`src/rtl/i2s_stream_tx.sv`:
```
// I2S transmitter: sample FIFO, BCLK divider and a 2*SAMPLE_W shift register.
// Valid/ready: a word transfers on any Clk edge where in_valid && in_ready; in_ready never depends on in_valid.
module i2s_stream_tx #(
  parameter int SAMPLE_W   = 16,
  parameter int FIFO_DEPTH = 8,
  parameter int BCLK_DIV   = 16
) (
  input  logic                          Clk,
  input  logic                          Reset_n,
  input  logic                          Enable,
  input  logic                          Mono,
  input  logic                          in_valid,
  output logic                          in_ready,
  input  logic [SAMPLE_W-1:0]           in_left,
  input  logic [SAMPLE_W-1:0]           in_right,
  input  logic                          Clear_underrun,
  output logic                          BCLK,
  output logic                          LRCLK,
  output logic                          SDATA,
  output logic                          underrun,
  output logic [$clog2(FIFO_DEPTH):0]   fill_level
);

  localparam int AW = $clog2(FIFO_DEPTH);
  localparam int CW = AW + 1;
  localparam int FW = 2 * SAMPLE_W;
  localparam int BW = $clog2(FW);
  localparam int DW = (BCLK_DIV > 1) ? $clog2(BCLK_DIV) : 1;

  localparam logic [DW-1:0] DIV_LAST = DW'(BCLK_DIV - 1);
  localparam logic [BW-1:0] B_LAST   = BW'(FW - 1);
  localparam logic [BW-1:0] B_LR_LO  = BW'(SAMPLE_W - 1);
  localparam logic [BW-1:0] B_LR_HI  = BW'(FW - 2);
  localparam logic [CW-1:0] DEPTH_C  = CW'(FIFO_DEPTH);

  logic [FW-1:0] r_mem [FIFO_DEPTH];
  logic [AW-1:0] r_wr_ptr;
  logic [AW-1:0] r_rd_ptr;
  logic [CW-1:0] r_count;
  logic          r_primed;
  logic          r_underrun;

  logic [DW-1:0] r_div;
  logic          r_bclk;
  logic          r_lrclk;
  logic [BW-1:0] r_b;
  logic [FW-1:0] r_shift;

  logic          w_tc;
  logic          w_fall;
  logic          w_boundary;
  logic          w_empty;
  logic          w_push;
  logic          w_pop;
  logic [BW-1:0] w_b_next;
  logic [FW-1:0] w_head;
  logic [FW-1:0] w_load;

  always_comb begin
    w_tc       = (r_div == DIV_LAST);
    w_fall     = Enable && w_tc && r_bclk;
    w_boundary = w_fall && (r_b == B_LAST);
    w_empty    = (r_count == '0);
    w_push     = in_valid && in_ready;
    w_pop      = w_boundary && !w_empty;
    w_b_next   = (r_b == B_LAST) ? '0 : r_b + 1'b1;
    w_head     = r_mem[r_rd_ptr];
    w_load     = '0;
    if (!w_empty) begin
      w_load = Mono ? {w_head[FW-1:SAMPLE_W], w_head[FW-1:SAMPLE_W]} : w_head;
    end
  end

  assign in_ready   = (r_count < DEPTH_C);
  assign fill_level = r_count;
  assign underrun   = r_underrun;
  assign BCLK       = r_bclk;
  assign LRCLK      = r_lrclk;
  assign SDATA      = r_shift[FW-1];

  // Storage carries no reset; only pointers and count define validity.
  always_ff @(posedge Clk) begin
    if (w_push) begin
      r_mem[r_wr_ptr] <= {in_left, in_right};
    end
  end

  always_ff @(posedge Clk or negedge Reset_n) begin
    if (!Reset_n) begin
      r_wr_ptr <= '0;
      r_rd_ptr <= '0;
      r_count  <= '0;
      r_primed <= 1'b0;
    end else begin
      if (w_push) begin
        r_wr_ptr <= r_wr_ptr + 1'b1;
      end
      if (w_pop) begin
        r_rd_ptr <= r_rd_ptr + 1'b1;
        r_primed <= 1'b1;
      end
      case ({w_push, w_pop})
        2'b10:   r_count <= r_count + 1'b1;
        2'b01:   r_count <= r_count - 1'b1;
        default: r_count <= r_count;
      endcase
    end
  end

  // A set in the same cycle as a clear request wins.
  always_ff @(posedge Clk or negedge Reset_n) begin
    if (!Reset_n) begin
      r_underrun <= 1'b0;
    end else if (w_boundary && w_empty && r_primed) begin
      r_underrun <= 1'b1;
    end else if (Clear_underrun) begin
      r_underrun <= 1'b0;
    end
  end

  // Disable parks b at the last bit so the first fall after enable is a frame boundary.
  always_ff @(posedge Clk or negedge Reset_n) begin
    if (!Reset_n) begin
      r_div   <= '0;
      r_bclk  <= 1'b0;
      r_lrclk <= 1'b0;
      r_b     <= B_LAST;
      r_shift <= '0;
    end else if (!Enable) begin
      r_div   <= '0;
      r_bclk  <= 1'b0;
      r_lrclk <= 1'b0;
      r_b     <= B_LAST;
      r_shift <= '0;
    end else begin
      r_div <= w_tc ? '0 : r_div + 1'b1;
      if (w_tc) begin
        r_bclk <= ~r_bclk;
      end
      if (w_fall) begin
        r_b     <= w_b_next;
        r_lrclk <= (w_b_next >= B_LR_LO) && (w_b_next <= B_LR_HI);
        r_shift <= w_boundary ? w_load : {r_shift[FW-2:0], 1'b0};
      end
    end
  end

endmodule

```
`config.mk`:
```
export PLATFORM = sky130hd
export DESIGN_NAME = i2s_stream_tx
export DESIGN_NICKNAME = d
export VERILOG_FILES = /design/src/rtl/i2s_stream_tx.sv
export SDC_FILE = /design/constraint.sdc
export NUM_CORES = 1
export LEC_CHECK = 0
export ABC_AREA = 1
export CORE_ASPECT_RATIO = 1.25
export CORE_MARGIN = 5
export CORE_UTILIZATION = 60
export CTS_CLUSTER_DIAMETER = 200
export DETAILED_ROUTE_END_ITERATION = 10
export GPL_TIMING_DRIVEN = 1
export PLACE_DENSITY_LB_ADDON = 0.2
export SYNTH_ARGS = -nofsm -noshare
export SYNTH_HDL_FRONTEND = slang
export SYNTH_SLANG_ARGS = --single-unit
export TNS_END_PERCENT = 50
```
`constraint.sdc`:
```
create_clock -name Clk -period 4.29 [get_ports Clk]
set_input_delay 1.287 -clock Clk [delete_from_list [all_inputs] [get_ports Clk]]
set_output_delay 1.287 -clock Clk [all_outputs]
set_load 0.05 [all_outputs]
```
# [Word-level counts from Yosys, hierarchy flattened]
# Memories as Yosys holds them, arrays and structs flattened.
# Index checks and enable logic that the tools add are counted.
[classes] magnitude_cmp=3 n_eq_ne=6 add_sub_neg=6 reduce_logical=12 muxes=19 n_bitwise=1
[op_table] op="2-to-1 mux 32 bit" count=4
[op_table] op="2-to-1 mux 16 bit" count=1
[op_table] op="2-to-1 mux 5 bit" count=3
[op_table] op="adder 4 x 1 -> 4 bit, second input constant" count=2
[op_table] op="logical AND 1 bit" count=8
[op_table] op="2-to-1 mux 1 bit" count=8
[op_table] op="2-to-1 mux 4 bit" count=2
[op_table] op="one-hot mux 4 bit (2 select lines)" count=1
[op_table] op="adder 3 x 1 -> 3 bit, second input constant" count=2
[op_table] op="adder 5 x 1 -> 5 bit, second input constant" count=1
[op_table] op="equality test 5 bit, second input constant" count=1
[op_table] op=">= comparator 5 x 4 -> 1 bit, second input constant" count=1
[op_table] op="less-or-equal comparator 5 bit, second input constant" count=1
[op_table] op="equality test 4 bit, second input constant" count=1
[op_table] op="logical NOT 4 bit" count=1
[op_table] op="< comparator 4 bit, second input constant" count=1
[op_table] op="!= test 2 x 1 -> 1 bit, second input constant" count=2
[op_table] op="nonzero test 2 bit" count=2
[op_table] op="subtractor 4 x 1 -> 4 bit, second input constant" count=1
[op_table] op="equality test 2 x 1 -> 1 bit, second input constant" count=1
[op_table] op="equality test 2 bit, second input constant" count=1
[op_table] op="logical NOT 1 bit" count=1
[op_table] op="NOT 1 bit" count=1
[word_totals] inputBits=38 memories=1 regBits=55 out_inout_bits=9 mem_bits_rw=256
[memory_table] name="r_mem" words=8 word_bits=32 read_ports=1 rd_clocked_by_memory_dff=0 write_ports=1 line_no="36" source="logic [FW-1:0] r_mem [FIFO_DEPTH];"

# [Logic depth before layout (Yosys ltp)]
# Gate-level depths: netlist (run 1).
[logic_depth] depth_word=7 mapped_depth=14

# [Least setup slack after synthesis (run 1)]
# Ideal clock, no wire load.
[synth_path] kind="input -> register" startpoint="input in_valid" endpoint="memory r_mem[0][0] (netlist bit), enable pin" t_arrival_ps=3102 path_stages=3 path_buffers=0 t_required_ps=3869 slack_ps=767 setup_ps=421 cell_sequence="nand2_1 -> or2_2 -> nor2_1"
[synth_between] elab_chain_len=3
[synth_rtl] element="start, declared" line_no="12" source="input logic in_valid,"
[synth_rtl] element="logical AND 1 bit" line_no="64" source="w_push = in_valid && in_ready;"
[synth_rtl] element="2-to-1 mux 1 bit" line_no="83" source="if (w_push) begin"
[synth_rtl] element="2-to-1 mux 1 bit (not written as such)" line_no="84" source="r_mem[r_wr_ptr] <= {in_left, in_right};"
[synth_rtl] element="end, declared" line_no="36"
# No other way between the ends.

# [Worst setup path after layout (run 1)]
[layout_path] startpoint="register r_count[3], in the netlist fill_level[3]" endpoint="output in_ready"
[layout_between] elab_chain_len=1
[layout_rtl] element="start, declared" line_no="39" source="logic [CW-1:0] r_count;"
[layout_rtl] element="start signal, assigned" line_no="103" source="2'b10: r_count <= r_count + 1'b1;"
[layout_rtl] element="start signal, assigned" line_no="104" source="2'b01: r_count <= r_count - 1'b1;"
[layout_rtl] element="start signal, assigned" line_no="105" source="default: r_count <= r_count;"
[layout_rtl] element="< comparator 4 bit" line_no="74" source="assign in_ready = (r_count < DEPTH_C);"
[layout_rtl] element="end, declared" line_no="13" source="output logic in_ready,"
# No other way between the ends.

==> qor.yml, run 1 <==
power:
  powerDensity_nw_per_um2: 465
  p_leak_nw: 5.39
  finalPower_mw: 6.72
  ir_worst_vdd_mv: 0.391
global_route:
  antenna_found_initial: 0
  grt_max_degree: 75
  grt_overflow: 0
  grt.total_usage: 0.228
  grt_pass1_wl_microns: 43900
  first_global_vias: 8169
setup_path:
  ff2ff_path_depth: 13
  cp-start-kind: "flop"
  critical_path_class: "flop to primary output"
  worst-path-max-fanout: 4
  worstPathArrival_ns: 1.96
  r2r-end: "fill_level[3]"
  r2r-start: "r_b[1]"
  crit_required_ns: 3.00
  cp-end-kind: "primary output"
  reg2reg_slack_ns: 1.62
synth:
  synth_edf_count: 256
  yosysSeqAreaShare: 0.704
  synthesis.nets: 1132
  yosys.area_share.simple: 0.168
  syn_inst: 1086
  async_reset_ff_frac: 0.177
  synthXorXnorAreaFrac: 0.00612
  synth_cell_types: 37
  netlist_area_sq_um: 12900
  synth_fa_ha_area_frac: 0.00777
  synth-seq-cells: 311
  yosysTopAreaCell: "edfxtp_1"
  synth.avg_cell_area_sq_um: 11.9
  synth-compound-area-share: 0.0708
  synth_ff_type: "edfxtp_1"
  synth_top_family_by_area: "simple AND/OR/NAND/NOR gates"
  synth_top_area_share: 0.597
  synth_most_common_cell: "edfxtp_1"
  yosys-top-cells-area: "edfxtp_1 60%, dfrtp_1 9.7%, nand2_1 7.3%"
  ys_top_cells_by_count: "256 x edfxtp_1, 251 x nand2_1, 125 x nand3_1"
  ys_warn_count: 0
  synth_mux_area_frac: 0
layout:
  syn2layout_area_growth_pct: 12.1
  antenna_cells: 0
  fin_area_sq_um: 14400
  drive_above_1_share: 0.0841
  nets: 1168
place:
  placed_cell_area_sq_um: 13600
  gp_congestion: 0.855
  port_buffers: 46
  hpwlAfterDp_microns: 15700
sta:
  period_needed_ns: 3.25
  drv_slew: 0
  clock.fmax_ghz: 0.308
  timing.slew.headroom: 0.418
  period_share: 0.757
  rsz0062_at_grt: "false"
  worstMarginPinSlew_ns: 0.873
  finalSetupTns_ns: 0
  setup_viol: 0
  hold_violations: 0
  fin_skew_ns: 0.0285
worst_hold_path:
  whs_endpoint: "r_primed"
  worstHoldStart: "r_primed"
  min_path_cells: 1
  hp-class: "flop to flop"
cts:
  postCtsSetupRepairBufs: 0
  clkLatencyLatePin_ns: 0.54
  cts_resized: 0
  htreeDepth: 1
  clock-sinks: 311
  clockBufferDepth: 3
  cts-root-buf: "clkbuf_16"
  cts_hold_buf: 0
  cts_tree: "built"
  clkTransAtPathRegs_ns: 0.06
  cts_buffers: 29
detailed_routing:
  dr.pass1.iters: 5
  drt_iter0_markers: 794
  wl_microns: 27500
  vias_per_cell: 5.77
  wl_per_cell_microns: 19.3
  ant_nets: 0
  drc: 0
  num_vias: 8204
outcome:
  outcome: "complete, no violations"
die:
  die_y_microns: 174
  core_area_sq_um: 21300
  io_pins: 47
  rows: 60
  start_util: 0.604
  die_area_sq_um: 24500
  die_w_microns: 141
flow_run:
  drv_cap: 0
critical path, stage by stage (launching register included):
cell	delay [ns]
dfrtp_1	0.46
inv_1	0.14
clkdlybuf4s50_1	0.82
registers in the layout (all words and copies together) (netlist names), 3 cells and up:
register,count
r_mem,256
fill_level,4
r_rd_ptr,3
r_div,4
r_wr_ptr,3
r_shift,32
r_b,5
power by group:
group / leakage [nW] / internal, mW / switching (mW)
combinational: 1.95 / 0.205 / 0.536
sequential: 3.04 / 3.60 / 0.0998
clock: 0.408 / 1.27 / 1.01
metal layers:
metal / GRT usage / share of wire / up-vias / routed length [microns]
li1: - / - / 3904 / -
met5: 0 / 0 / - / 0
met4: 0.0670 / 0.022 / 0 / 609
met3: 0.0389 / 0.067 / 41 / 1830
met2: 0.387 / 0.51 / 262 / 14000
met1: 0.304 / 0.40 / 3997 / 11000
final cells by class:
| type | count | area (sq um) |
|---|---|---|
| clock buffers | 39 | 783 |
| fillers | 1566 | 6880 |
| flip-flops and latches | 311 | 9070 |
| well taps | 279 | 349 |
| clock inverters | 12 | 53.8 |
| inverters | 62 | 239 |
| multi-input cells | 651 | 3310 |
| repair buffers | 67 | 626 |
worst max path at each step:
stage,start,end,cells past startpoint
2_1_floorplan,in_valid,r_mem[0][0],3
3_3_place_gp,Enable,fill_level[2],11
3_5_place_dp,Enable,fill_level[2],11
4_1_cts,fill_level[3],in_ready,2
5_1_grt,fill_level[3],in_ready,2
6_report,fill_level[3],in_ready,2
layout by cell type, fill, tap and decap left out, drive strengths merged:
cell,instances
dfrtp,50
clkinvlp,1
o22ai,15
a31oi,1
edfxtp,256
inv,59
o221ai,19
nor3,1
ha,8
or2,5
clkdlybuf4s50,45
a21oi,6
xor2,8
nor2,87
clkinv,14
nand4,21
buf,22
o21ai,70
o211ai,14
a22oi,14
nand2,253
clkbuf,39
nand3,127
dfstp,5
xnor2,1
o21a,1
stage by stage:
| stage | hold WS [ns] | util | instances | setup slack [ns] |
|---|---|---|---|---|
| 6_report | 0.476 | 0.677 | 1421 | 1.04 |
| 5_1_grt | 0.480 | 0.677 | 1421 | 0.979 |
| 3_3_place_gp | 0.450 | 0.638 | 1370 | 0.835 |
| 3_5_place_dp | 0.453 | 0.638 | 1370 | 0.772 |
| 2_1_floorplan | 0.430 | - | 1086 | 0.767 |
| 4_1_cts | 0.469 | 0.677 | 1421 | 1.00 |
cell families after synthesis:
| group | count (synthesis) |
|---|---|
| AND/OR/NAND/NOR | 494 |
| flip-flops | 311 |
| AO/OA/AOI/OAI | 140 |
| buffers and inverters | 124 |
| XOR/XNOR | 9 |
| adder cells (fa/ha/maj) | 8 |
No activity file was read; power rests on OpenSTA's default activity.
==> inputs of run 2 (changes only) <==
--- a/config.mk
+++ b/config.mk
@@ -8,7 +8,7 @@
 export ABC_AREA = 1
 export CORE_ASPECT_RATIO = 1.25
 export CORE_MARGIN = 5
-export CORE_UTILIZATION = 60
+export CORE_UTILIZATION = 55
 export CTS_CLUSTER_DIAMETER = 200
 export DETAILED_ROUTE_END_ITERATION = 10
 export GPL_TIMING_DRIVEN = 1
==> constraint.sdc (replaced) <==
create_clock -name Clk -period 2.6 [get_ports Clk]
set_input_delay 0.78 -clock Clk [delete_from_list [all_inputs] [get_ports Clk]]
set_output_delay 0.78 -clock Clk [all_outputs]
set_load 0.05 [all_outputs]
==> run 2 against run 1 <==
- largest cell class unchanged
- clock power rose by 100%
- register-to-register slack got worse by 1.4 ns
- worst setup slack got worse by 0.92 ns
==> qor.yml, run 2 (synthesis gave the netlist of run 1 again) <==
setup_path:
  cp-end-kind: "primary output"
  reg2reg_slack_ns: 0.23
  cp-start-kind: "flop"
  ff2ff_path_depth: 12
  worst-path-max-fanout: 2
  crit_family: "buffers and inverters"
  path_cells: "clkdlybuf4s50_1"
  r2r-end: "fill_level[2]"
  slowest_stage: "clkdlybuf4s50_1"
  critical_path_class: "flop to primary output"
  slowest_delay_ns: 0.81
  r2r-start: "r_b[0]"
  startpoint: "underrun"
  crit_required_ns: 1.82
  critPathBufInv: 1
  worstPathArrival_ns: 1.70
power:
  powerDensity_nw_per_um2: 798
  ir_worst_vdd_mv: 0.663
  p_comb_frac: 0.113
  switching_share: 0.245
  finalPower_mw: 12.0
  power.internal_mw: 9.05
  switching_power_mw: 2.94
  power_frac_clock: 0.380
  p_leak_nw: 5.66
  pwr-share-seq: 0.508
global_route:
  grt_overflow: 0
  antenna_found_initial: 0
  grt_max_degree: 77
  grt.total_usage: 0.216
  grt_pass1_wl_microns: 45200
  first_global_vias: 8167
cts:
  clock-sinks: 311
  htreeDepth: 1
  cts_tree: "built"
  clkTransAtPathRegs_ns: 0.06
  cts-root-buf: "clkbuf_16"
  clkLatencyLatePin_ns: 0.55
  clockBufferDepth: 3
  cts_buffers: 31
  postCtsSetupRepairBufs: 0
flow_run:
  drv_cap: 0
sta:
  clock.fmax_ghz: 0.403
  worst_slack_ns: 0.118
  drv_slew: 0
  rsz0062_at_grt: "false"
  fin_skew_ns: 0.0111
  timing.slew.headroom: 0.592
  hold_ws_ns: 0.209
  period_share: 0.954
  worstMarginPinSlew_ns: 0.608
  setup_viol: 0
  hold_violations: 0
  period_needed_ns: 2.48
  finalSetupTns_ns: 0
detailed_routing:
  vias_per_cell: 5.73
  drt_iter0_markers: 670
  drc: 0
  dr.pass1.iters: 5
  ant_nets: 0
  num_vias: 8343
  wl_per_cell_microns: 19.6
  wl_microns: 28500
die:
  io_pins: 47
  rows: 62
  die_area_sq_um: 26600
  core_area_sq_um: 23000
  start_util: 0.559
  die_w_microns: 147
  die_y_microns: 181
layout:
  fillers: 1695
  reg_top3: "r_mem: 256 flops, r_shift: 32 flops, r_b: 5 flops"
  final_cell_mix: "256 x edfxtp_1, 251 x nand2_1, 125 x nand3_1"
  largest-register: "r_mem"
  syn2layout_area_growth_pct: 16.7
  drive_above_1_share: 0.113
  fin_area_sq_um: 15000
  final_common_cell: "edfxtp_1"
  largest_reg_flops: 256
  postLayoutCoreUtil: 0.652
  nets: 1191
  antenna_cells: 0
  layoutNonFillerInstCount: 1456
outcome:
  outcome: "complete, no violations"
place:
  port_buffers: 46
  hpwlAfterDp_microns: 16500
  dp_worst_setup_slack_ns: -0.226
  placed_cell_area_sq_um: 14000
  placed_cells: 1400
  gp_congestion: 0.834
worst_hold_path:
  hp-class: "input port to async pin"
run 2: cell types whose count changed in the layout (fill, tap and decap cells not counted), sizes merged, moves of 2 or more:
cell and change:
bufinv +5, clkbuf -4, inv +3, dlygate4sd2 +6, clkdlybuf4s50 -6, buf +21
clkinvlp +2
run 2: routing by layer:
metal / up-vias / wire [microns] / GRT usage
met5: - / 0 / 0
met1: 4101 / 11800 / 0.294
met4: 0 / 728 / 0.0633
met3: 49 / 1710 / 0.0338
li1: 3959 / - / -
met2: 234 / 14300 / 0.364
run 2: power by group through the flow:
stage | registers (mW) | clock network [mW] | logic (mW)
2_1_floorplan | 6.27 | 0 | 0.597
3_3_place_gp | 6.18 | 0 | 1.36
3_5_place_dp | 6.19 | 0 | 1.39
4_1_cts | 6.09 | 4.62 | 1.37
5_1_grt | 6.13 | 4.84 | 1.48
6_report | 6.09 | 4.55 | 1.35
run 2: what timing repair did:
| item | CTS | global route |
|---|---|---|
| gates resized for setup | 6 | 3 |
| hold buffers | 0 | 0 |
| endpoints found under the setup margin | 6 | 1 |
| cloned | 0 | 0 |
run 2: cell type report:
| class | count | area (sq um) | area share |
|---|---|---|---|
| flip-flops and latches | 311 | 9070 | 0.604 |
| multi-input cells | 651 | 3320 | 0.221 |
| repair buffers | 88 | 988 | 0.0658 |
| clock buffers | 35 | 791 | 0.0526 |
| well taps | 288 | 360 | 0.0240 |
| clock inverters | 21 | 255 | 0.0170 |
| inverters | 62 | 239 | 0.0159 |
run 2: worst reg2reg max path, stage by stage, from the launching register on:
cell and delay (ns):
dfstp_2 0.56, ha_1 0.20, nand2_1 0.07, nor2_1 0.09, ha_2 0.23, nand3_4 0.11
nor2_8 0.10, ha_2 0.22, xor2_1 0.20, ha_1 0.18, a21oi_1 0.05, xor2_1 0.16
o21ai_1 0.13
run 2: how the worst max path moves through the flow:
stage,end,slack (ns),cells past startpoint
3_3_place_gp,fill_level[2],-0.13,11
6_report,underrun,0.12,1
2_1_floorplan,r_mem[0][0],-0.27,4
5_1_grt,fill_level[2],0.05,12
4_1_cts,underrun,0.08,1
3_5_place_dp,fill_level[2],-0.23,11
